`src/rtl/rv_core_pkg.sv`:
```
// -----------------------------------------------------------------------------
// rv_core_pkg
// Shared definitions for the multi-cycle RV32I core: the sequencer state
// encoding, the decoder's register-write-source and branch-mode codes, and the
// PC source select codes. The decoder and the sequencer both import this
// package so the two sides can never disagree on an encoding.
// -----------------------------------------------------------------------------
package rv_core_pkg;

   // Sequencer states. IDLE is the reset state and the only parking point.
   typedef enum logic [2:0] {
      ST_IDLE   = 3'd0,
      ST_FETCH  = 3'd1,
      ST_DECODE = 3'd2,
      ST_EXEC   = 3'd3,
      ST_MEM    = 3'd4,
      ST_WB     = 3'd5,
      ST_TRAP   = 3'd6
   } state_t;

   // Register-file write source (decoder field dec_r_w_src).
   localparam logic [1:0] RW_NONE = 2'b00;
   localparam logic [1:0] RW_ALU  = 2'b01;
   localparam logic [1:0] RW_MEM  = 2'b10;
   localparam logic [1:0] RW_PC   = 2'b11;

   // Branch mode (decoder field dec_bra_mode).
   localparam logic [1:0] BRA_NONE = 2'b00;
   localparam logic [1:0] BRA_JMP  = 2'b01;
   localparam logic [1:0] BRA_CMP  = 2'b10;
   localparam logic [1:0] BRA_ALU  = 2'b11;

   // PC update source (sequencer output pc_src).
   localparam logic [1:0] PC_SRC_PC4 = 2'b00;
   localparam logic [1:0] PC_SRC_IMM = 2'b01;
   localparam logic [1:0] PC_SRC_ALU = 2'b10;

   // Next-PC source for a retiring instruction. A conditional branch only
   // takes the PC+imm path when the comparator says so.
   function automatic logic [1:0] pc_src_sel(input logic [1:0] bra_mode,
                                             input logic       cmp_taken);
      logic [1:0] sel;
      unique case (bra_mode)
         BRA_NONE: sel = PC_SRC_PC4;
         BRA_JMP:  sel = PC_SRC_IMM;
         BRA_CMP:  sel = cmp_taken ? PC_SRC_IMM : PC_SRC_PC4;
         BRA_ALU:  sel = PC_SRC_ALU;
         default:  sel = PC_SRC_PC4;
      endcase
      return sel;
   endfunction

endpackage : rv_core_pkg

```
`src/rtl/mem_watchdog.sv`:
```
// -----------------------------------------------------------------------------
// mem_watchdog
// Counts memory wait cycles for the sequencer and flags a timeout once the
// count reaches TIMEOUT_CYCLES. TIMEOUT_CYCLES = 0 disables the timeout.
//
// Ports
//   clk        in   core clock, rising edge
//   rst        in   synchronous, active-high reset
//   i_clear    in   1 = sequencer is entering a new state; restart the count
//   i_wait     in   1 = a memory request is outstanding and mem_ready=0
//   o_timeout  out  count has reached TIMEOUT_CYCLES (combinational from count)
//
// The timeout is a decode of the registered count, so it is seen in the cycle
// after the last counted wait. That cycle still samples mem_ready, which lets
// a late ready win over the timeout.
// -----------------------------------------------------------------------------
module mem_watchdog #(
   parameter int unsigned TIMEOUT_CYCLES = 255
) (
   input  logic clk,
   input  logic rst,
   input  logic i_clear,
   input  logic i_wait,
   output logic o_timeout
);

   localparam int unsigned CW = (TIMEOUT_CYCLES > 0) ? $clog2(TIMEOUT_CYCLES + 1) : 1;
   localparam logic [CW-1:0] LIMIT = CW'(TIMEOUT_CYCLES);

   logic [CW-1:0] r_count;
   logic          w_at_limit;

   assign w_at_limit = (r_count == LIMIT);

   // The count saturates at the limit so it can never wrap back below it
   // while the sequencer is still deciding to trap.
   // NOTE: sequential state is updated with non-blocking assignments so every
   // flop samples the pre-edge values regardless of statement order.
   always_ff @(posedge clk) begin
      if (rst) begin
         r_count <= '0;
      end else if (i_clear) begin
         r_count <= '0;
      end else if (i_wait && !w_at_limit) begin
         r_count <= r_count + CW'(1);
      end
   end

   assign o_timeout = (TIMEOUT_CYCLES != 0) && w_at_limit;

endmodule : mem_watchdog

```
`src/rtl/multicycle_sequencer.sv`:
```
// -----------------------------------------------------------------------------
// multicycle_sequencer
// Control FSM of the multi-cycle RV32I core. Walks every instruction through
// FETCH / DECODE / EXEC / [MEM] / WB, drives the single shared memory port,
// the IR load, the register-file write and the PC update, counts retired
// instructions and traps on illegal opcodes or memory timeouts.
//
// Parameters
//   TIMEOUT_CYCLES  memory wait cycles before a bus-error trap (0 = no watchdog)
//   CNT_W           width of the retired-instruction counter
//
// Ports
//   clk              in   core clock, rising edge
//   rst              in   synchronous, active-high reset
//   run_en           in   1 = execute, 0 = park in IDLE at the next boundary
//   mem_ready        in   memory accepted/completed the current request
//   dec_illegal      in   decoder flags an unknown opcode
//   dec_mem_enable   in   instruction accesses memory
//   dec_mem_rw_mode  in   0 = load, 1 = store
//   dec_r_w_src      in   register write source (RW_* codes)
//   dec_bra_mode     in   branch mode (BRA_* codes)
//   cmp_taken        in   branch comparator result
//   mem_req          out  memory request valid
//   mem_we           out  request is a write
//   mem_addr_sel     out  0 = PC (fetch), 1 = ALU result (data)
//   ir_load          out  latch memory read data into IR
//   rf_write         out  register file write enable
//   pc_write         out  PC update enable
//   pc_src           out  PC source (PC_SRC_* codes)
//   trap             out  sticky fault indication
//   instret          out  retired-instruction count, wraps modulo 2^CNT_W
// -----------------------------------------------------------------------------
module multicycle_sequencer
   import rv_core_pkg::*;
#(
   parameter int unsigned TIMEOUT_CYCLES = 255,
   parameter int unsigned CNT_W          = 32
) (
   input  logic             clk,
   input  logic             rst,
   input  logic             run_en,
   input  logic             mem_ready,
   input  logic             dec_illegal,
   input  logic             dec_mem_enable,
   input  logic             dec_mem_rw_mode,
   input  logic [1:0]       dec_r_w_src,
   input  logic [1:0]       dec_bra_mode,
   input  logic             cmp_taken,
   output logic             mem_req,
   output logic             mem_we,
   output logic             mem_addr_sel,
   output logic             ir_load,
   output logic             rf_write,
   output logic             pc_write,
   output logic [1:0]       pc_src,
   output logic             trap,
   output logic [CNT_W-1:0] instret
);

   state_t           r_state;
   state_t           w_state_next;
   logic [CNT_W-1:0] r_instret;
   logic             w_retire;
   logic             w_wait;
   logic             w_clear;
   logic             w_timeout;

   // ---------------------------------------------------------------------------
   // Memory wait watchdog. The count restarts whenever the state changes, so
   // FETCH and MEM each get their own full wait budget.
   // ---------------------------------------------------------------------------
   assign w_clear = (w_state_next != r_state);

   mem_watchdog #(
      .TIMEOUT_CYCLES (TIMEOUT_CYCLES)
   ) u_mem_watchdog (
      .clk       (clk),
      .rst       (rst),
      .i_clear   (w_clear),
      .i_wait    (w_wait),
      .o_timeout (w_timeout)
   );

   // ---------------------------------------------------------------------------
   // Output decode and next-state logic.
   // Memory request signals depend only on the state and the decode fields of
   // the held IR, so they stay stable until the mem_ready cycle. Architectural
   // writes (IR, RF, PC) are suppressed in a reset cycle so an abandoned
   // instruction leaves no trace.
   // ---------------------------------------------------------------------------
   always_comb begin
      // NOTE: every output gets a default before the case so no path through
      // the block leaves a signal unassigned, which would infer a latch.
      w_state_next = r_state;
      mem_req      = 1'b0;
      mem_we       = 1'b0;
      mem_addr_sel = 1'b0;
      ir_load      = 1'b0;
      rf_write     = 1'b0;
      pc_write     = 1'b0;
      pc_src       = PC_SRC_PC4;
      trap         = 1'b0;
      w_retire     = 1'b0;
      w_wait       = 1'b0;

      unique case (r_state)
         ST_IDLE: begin
            if (run_en) w_state_next = ST_FETCH;
         end

         ST_FETCH: begin
            mem_req = 1'b1;
            ir_load = mem_ready && !rst;
            w_wait  = !mem_ready;
            // A ready arriving in the timeout cycle still completes the fetch.
            if (mem_ready)      w_state_next = ST_DECODE;
            else if (w_timeout) w_state_next = ST_TRAP;
         end

         ST_DECODE: begin
            w_state_next = dec_illegal ? ST_TRAP : ST_EXEC;
         end

         ST_EXEC: begin
            w_state_next = dec_mem_enable ? ST_MEM : ST_WB;
         end

         ST_MEM: begin
            mem_req      = 1'b1;
            mem_we       = dec_mem_rw_mode;
            mem_addr_sel = 1'b1;
            w_wait       = !mem_ready;
            if (mem_ready)      w_state_next = ST_WB;
            else if (w_timeout) w_state_next = ST_TRAP;
         end

         ST_WB: begin
            pc_write = !rst;
            // Stores have a register field in the encoding but never write it.
            rf_write = !rst && (dec_r_w_src != RW_NONE) &&
                       !(dec_mem_enable && dec_mem_rw_mode);
            pc_src   = pc_src_sel(dec_bra_mode, cmp_taken);
            w_retire = 1'b1;
            // run_en is only honoured here, at the instruction boundary.
            w_state_next = run_en ? ST_FETCH : ST_IDLE;
         end

         ST_TRAP: begin
            // Terminal until reset; run_en and mem_ready are ignored.
            trap = 1'b1;
         end

         default: begin
            w_state_next = ST_IDLE;
         end
      endcase
   end

   // ---------------------------------------------------------------------------
   // State and retired-instruction counter.
   // ---------------------------------------------------------------------------
   always_ff @(posedge clk) begin
      if (rst) begin
         r_state   <= ST_IDLE;
         r_instret <= '0;
      end else begin
         r_state <= w_state_next;
         if (w_retire) r_instret <= r_instret + CNT_W'(1);
      end
   end

   assign instret = r_instret;

endmodule : multicycle_sequencer

```
`config.mk`:
```
export PLATFORM = sky130hd
export DESIGN_NAME = multicycle_sequencer
export DESIGN_NICKNAME = d
export VERILOG_FILES = /design/src/rtl/rv_core_pkg.sv /design/src/rtl/mem_watchdog.sv /design/src/rtl/multicycle_sequencer.sv
export SDC_FILE = /design/constraint.sdc
export NUM_CORES = 1
export LEC_CHECK = 0
export CAP_MARGIN = 10
export CORE_ASPECT_RATIO = 0.6
export CORE_MARGIN = 4
export CORE_UTILIZATION = 50
export CTS_CLUSTER_SIZE = 40
export DETAILED_ROUTE_END_ITERATION = 7
export MAX_ROUTING_LAYER = met4
export PLACE_DENSITY_LB_ADDON = 0.25
export SYNTH_ARGS = -nofsm -noshare
export SYNTH_HDL_FRONTEND = slang
export SYNTH_SLANG_ARGS = --single-unit
export TNS_END_PERCENT = 5
```
`constraint.sdc`:
```
create_clock -name clk -period 2 [get_ports clk]
set_clock_uncertainty 0.05 [all_clocks]
set_input_delay 0.2 -clock clk [delete_from_list [all_inputs] [get_ports clk]]
set_output_delay 0.2 -clock clk [all_outputs]
set_load 0.005 [all_outputs]
```
==> metrics.csv, run 1 <==
metric,value,unit
status,"finished, final reports clean",
synth_nets,293,
dp_hpwl,4.58,mm
power_density,560,mW/mm^2
worstPathRequired,1.75,ns
slowest_delay,0.46,ns
async_flop_share,0,
slowest_stage,clkdlybuf4s50_1,
n_fill_cell,373,
clock_power_share,0.305,
p_int,1.28,mW
p_seq_frac,0.512,
startpoint_type,flop,
path_cells,buf_4 > xnor2_1 > nor2_1 > clkdlybuf4s50_1,
portBuffers,52,
root_buffer,clkbuf_8,
drive_above_1_share,0.156,
grtUsageTotal,0.218,
tightestPinTransition,0.387,ns
syn_to_final_growth,31.7,%
ir_drop,0.000303,V
nets,360,
synth-seq-cells,43,
synth_ff_type,dfxtp_1,
core.rowCount,19,
drcViolationCount,0,
slew_viol_final,0,
holdBufCountCts,0,
first_pass_iters,5,
hold_viol,0,
swShare,0.273,
p_switching,483,uW
antenna_cells,0,
place_inst,401,
via_count,2417,
cts.sinks,43,
grt-ovfl-total,0,
synth_seq_area_share,0.359,
cts_htree_levels,2,
rsz0062_at_grt,yes,
stdcell_count,410,
fin_crit,1.95,ns
syn_avg_cell_area,8.59,sq um
worst-path-max-fanout,7,
cts_made_buffers,5,
place.gp.congestion,0.905,
critPathBufInv,2,
pin_count,53,
grt_pass1_wl,10.2,mm
detail-route-antenna-nets,0,
clockBufferDepth,2,
first_global_vias,2095,
setup_viol,0,
setup-tns-final,0,ns
finalCritPeriodShare,0.975,
detail_route.wl_per_cell,15.2,um
hold_path.class,reg -> reg,
dr.first_iter.drc_count,234,
ys_types,50,
critPathArrivalTime,1.70,ns
max-slew-margin-rel,0.742,
antenna_found_initial,0,
crit_type,reg -> out,
clock.fmax,513,MHz
cap_violations,0,
grt_max_degree,24,
syn_inst,279,
synth_area,0.00240,sq mm
chipWidth,97.4,um
crit_path_end_kind,output pin,
synth_enable_flop_cells,0,
coreArea,0.00459,sq mm
clk_latency,0.30,ns
p_leak,1.07,nW
combPwrFrac,0.183,
critical_path.top_delay_family,buffers and inverters,
ys_warn_count,0,
initial_utilization,0.522,
dieArea,0.00600,sq mm
clk_pin_slew,0.08,ns
wl,6.25,mm
routed_via_density,5.90,
die_h,61.6,um
cts_tree,built,
worst paths after layout:
path / startpoint / slack, ns / end / cells past startpoint
max: r_state[0]$_SDFF_PP0_ / 0.05 / mem_req / 4
min: instret[1]$_SDFFE_PP0P_ / 0.45 / instret[1]$_SDFFE_PP0P_ / 2
max reg2reg: instret[3]$_SDFFE_PP0P_ / 0.14 / instret[31]$_SDFFE_PP0P_ / 5
min reg2reg: instret[1]$_SDFFE_PP0P_ / 0.45 / instret[1]$_SDFFE_PP0P_ / 2
layout make-up:
class / count / area (sq um) / share of cell area
multi-input combinational: 211 / 1390 / 0.440
inverter: 7 / 26.3 / 0.00832
clock buffer: 7 / 76.3 / 0.0242
tap: 63 / 78.8 / 0.0250
sequential: 43 / 867 / 0.275
timing repair buffer: 78 / 714 / 0.226
clock inverter: 1 / 5.00 / 0.00159
registers in the layout, summed over array words and instances, names as in the netlist:
| register | flops |
|---|---|
| instret | 32 |
| u_mem_watchdog.r_count | 8 |
| r_state | 3 |
power by group through the flow:
stage | clock (mW) | sequential (mW) | combinational (mW)
6_report | 0.539 | 0.905 | 0.324
5_1_grt | 0.585 | 0.910 | 0.352
4_1_cts | 0.549 | 0.899 | 0.313
3_5_place_dp | 0 | 0.915 | 0.306
3_3_place_gp | 0 | 0.915 | 0.300
2_1_floorplan | 0 | 0.903 | 0.185
cell usage in the layout, fill, tap and decap left out, types with 4 or more instances in the layout:
cell type / instances
or3_1: 6
o31ai_1: 19
inv_1: 7
xor2_1: 8
or4_1: 17
a21oi_1: 31
nand4_1: 11
buf_4: 26
clkbuf_8: 5
nor2_1: 16
o21ai_0: 9
clkdlybuf4s50_1: 51
and3_1: 7
nand3_1: 16
nand2_1: 13
dfxtp_1: 40
nand2b_1: 4
cell families after synthesis:
family                     after synthesis  synth area share
and+or+nand+nor                        125             0.324
AOI/OAI and AO/OA                       69             0.176
DFF                                     43             0.359
buffers and inverters                   25            0.0721
muxes                                    4            0.0178
xor gates and xnor gates                11            0.0402
adders and majority gates                2            0.0104
worst min-delay path, delay by kind of cell (launching register included):
family	cells	cell delay [ns]
DFF	1	0.34
and+or+nand+nor	1	0.06
AOI/OAI and AO/OA	1	0.05
cell usage after synthesis, types with 3 or more instances:
cell type	n	area, sq um
nor2_1	17	63.8
xnor2_1	3	26.3
and3_1	7	43.8
nor3_1	3	15.0
buf_6	4	45.0
nand4_1	11	68.8
clkbuf_8	4	55.1
xor2_1	8	70.1
nor4_1	3	18.8
dfxtp_1	43	861
or4_1	17	128
a21oi_1	31	155
nor2b_1	3	18.8
o31ai_1	19	143
nand3b_1	3	22.5
clkbuf_1	5	18.8
nand3_1	16	80.1
inv_1	7	26.3
nand2_1	13	48.8
buf_2	4	20.0
nand2b_1	4	25.0
and2_2	3	22.5
or3_1	6	37.5
o21ai_0	9	45.0
layer usage:
layer,up-vias,wire (um),global-route usage
met2,100,2540,0.307
met1,1115,3100,0.311
met3,5,562,0.0633
met5,-,0,-
met4,0,38,0.0434
li1,1197,-,-
through the flow:
step           setup WS, ns  hold WS [ns]  utilization  cell area, sq um  total power [mW]
2_1_floorplan         0.246         0.362            -              2400              1.09
3_3_place_gp         0.0676         0.430        0.662              3040              1.22
3_5_place_dp        0.00937         0.436        0.662              3040              1.22
4_1_cts            -0.00996         0.449        0.683              3130              1.76
5_1_grt             -0.0237         0.479        0.688              3160              1.85
6_report             0.0505         0.447        0.688              3160              1.77
what timing repair did:
action                     4_1_cts  5_1_grt
gates resized for setup          5        7
setup endpoints to repair        3       10
buffers inserted                 1        0
pin swaps                        0        1
(Power assumes the default switching activity.)
==> run 2: changes to the inputs <==
==> constraint.sdc (replaced) <==
create_clock -name clk -period 2 [get_ports clk]
set_clock_uncertainty 0.05 [all_clocks]
set_input_delay 0.6 -clock clk [delete_from_list [all_inputs] [get_ports clk]]
set_output_delay 0.6 -clock clk [all_outputs]
set_load 0.005 [all_outputs]
==> metrics.csv, run 2 (same netlist as run 1, synthesis figures left out) <==
metric,value,unit,change
fin_ws,-0.118,ns,-0.169 ns
path_cells,clkdlybuf4s50_1 > buf_4 > or2_1 > or2_4 > or4_4 > a21oi_2,,
cts_tree,built,,
largest_reg_flops,32,,unchanged
tightestPinTransition,0.420,ns,+0.0328 ns
grtUsageTotal,0.221,,+0.00206
antenna_cells,0,,unchanged
critPathBufInv,2,,unchanged
core.rowCount,19,,unchanged
hold_path.class,reg -> reg,,
cts_made_buffers,5,,unchanged
grt-ovfl-total,0,,unchanged
cap_violations,0,,unchanged
holdWs,0.457,ns,+0.0103 ns
pin_count,53,,unchanged
critical_path.top_delay_family,simple AND/OR/NAND/NOR gates,,
via_count,2485,,+2.8%
wl,6.34,mm,+1.6%
antenna_found_initial,0,,unchanged
utilization,0.717,,+0.0292
hold_viol,0,,unchanged
crit_path_end_kind,flop,,
final_common_cell,clkdlybuf4s50_1,,
detail_route.wl_per_cell,15.0,um,-1.3%
power_density,566,mW/mm^2,+1.1%
first_pass_iters,6,,+1
p_leak,1.20,nW,+13%
worst-path-max-fanout,8,,+1
slowest_stage,or4_4,,
crit_type,in -> reg,,
max-slew-margin-rel,0.720,,-0.0219
grt_pass1_wl,10.4,mm,+1.3%
power,1.86,mW,+5.4%
slowest_delay,0.49,ns,+0.03 ns
chipWidth,97.4,um,unchanged
setup_viol,10,,+10
place.gp.congestion,0.884,,-2.4%
cts.sinks,43,,unchanged
dieArea,0.00600,sq mm,unchanged
clk_latency,0.29,ns,about the same
cts_htree_levels,2,,unchanged
drive_above_1_share,0.248,,+0.0923
worstPathRequired,2.18,ns,+0.43 ns
clockBufferDepth,2,,unchanged
clk_pin_slew,0.07,ns,about the same
first_global_vias,2191,,+4.6%
ir_drop,0.000450,V,+49%
routed_via_density,5.89,,-0.11%
coreArea,0.00459,sq mm,unchanged
slew_viol_final,0,,unchanged
final_cell_mix,"37 x clkdlybuf4s50_1, 36 x dfxtp_1, 35 x buf_4, 28 x a21oi_1, 18 x o31ai_1",,
portBuffers,52,,unchanged
dr.first_iter.drc_count,211,,-9.8%
die_h,61.6,um,unchanged
violations,negative setup slack,,
fin_crit,2.12,ns,+0.169 ns
clock.fmax,472,MHz,-8.0%
status,"finished, violations left",,
root_buffer,clkbuf_8,,
holdBufCountCts,0,,unchanged
grt_max_degree,22,,-8.3%
initial_utilization,0.522,,unchanged
nets,373,,+3.6%
syn_to_final_growth,37.3,%,
detail-route-antenna-nets,0,,unchanged
rsz0062_at_grt,yes,,
critPathArrivalTime,2.30,ns,+0.60 ns
finalCritPeriodShare,1.06,,+0.0843
dp_hpwl,4.70,mm,+2.7%
startpoint_type,input pin,,
drcViolationCount,0,,unchanged
run 2: cell count changes in the layout (fill, tap and decap cells not counted), moves of 3 or more:
cell	change
clkdlybuf4s50_1	-14
buf_4	+9
buf_2	+4
buf_6	+4
dfxtp_1	-4
dfxtp_2	+4
a21oi_1	-3
a21oi_2	+3
dlygate4sd2_1	+3
dlymetal6s2s_1	+3
run 2: worst reg2reg max path, stage by stage (launching register included):
cell	delay (ns)
dfxtp_1	0.43
and4_1	0.26
buf_4	0.19
nand4_4	0.20
or4_1	0.52
a21oi_1	0.16
run 2: routing by layer:
layer	part of all wire	routed length (um)	vias up	track usage
met2	0.42	2690	97	0.331
met1	0.49	3120	1169	0.309
li1	-	-	1215	-
met3	0.079	498	4	0.0554
met5	0	0	-	-
met4	0.0044	28	0	0.0296
run 2: repair_timing:
action | in CTS | in global routing
endpoints found under the hold margin | 0 | 0
pin swaps | 4 | 7
buffers inserted | 2 | 0
endpoints found under the setup margin | 16 | 26
gates resized for setup | 37 | 25
run 2: layout make-up:
class	instances	area, sq um
inverters	7	26.3
fillers	378	1300
repair buffers	91	803
flip-flops and latches	43	872
multi-input cells	211	1420
clock inverters	1	5.00
well taps	63	78.8
clock buffers	6	82.6
run 2: final timing paths:
kind                                          start                                     end  slack, ns  depth (start not counted)
max reg2reg                 instret[2]$_SDFFE_PP0P_                instret[30]$_SDFFE_PP0P_       0.12                          5
min          u_mem_watchdog.r_count[7]$_SDFFE_PP0P_  u_mem_watchdog.r_count[7]$_SDFFE_PP0P_       0.46                          2
max                                       mem_ready  u_mem_watchdog.r_count[5]$_SDFFE_PP0P_      -0.12                          6
min reg2reg  u_mem_watchdog.r_count[7]$_SDFFE_PP0P_  u_mem_watchdog.r_count[7]$_SDFFE_PP0P_       0.46                          2
run 2: where the power goes:
part	switching, mW	internal [mW]
Combinational	0.190	0.226
Clock	0.281	0.271
Sequential	0.0194	0.875
Total	0.490	1.37
run 2: per-stage QoR:
stage | area (sq um) | setup WS [ns] | TNS, ns | std cells
final | 3290 | -0.118 | -0.499 | 422
after global routing | 3290 | -0.166 | -1.01 | 422
after floorplan | 2400 | 0.0141 | 0 | 279
after global placement | 3130 | -0.641 | -5.57 | 413
after CTS | 3260 | -0.187 | -0.735 | 422
after detailed placement | 3130 | -0.684 | -5.85 | 413
==> run 3: changes to the inputs <==
Settings changed: CTS_CLUSTER_SIZE 40 to 25, HOLD_SLACK_MARGIN set to 0.02.
==> results of run 3 <==
The final DEF is identical to that of run 2; final timing and power are the same.
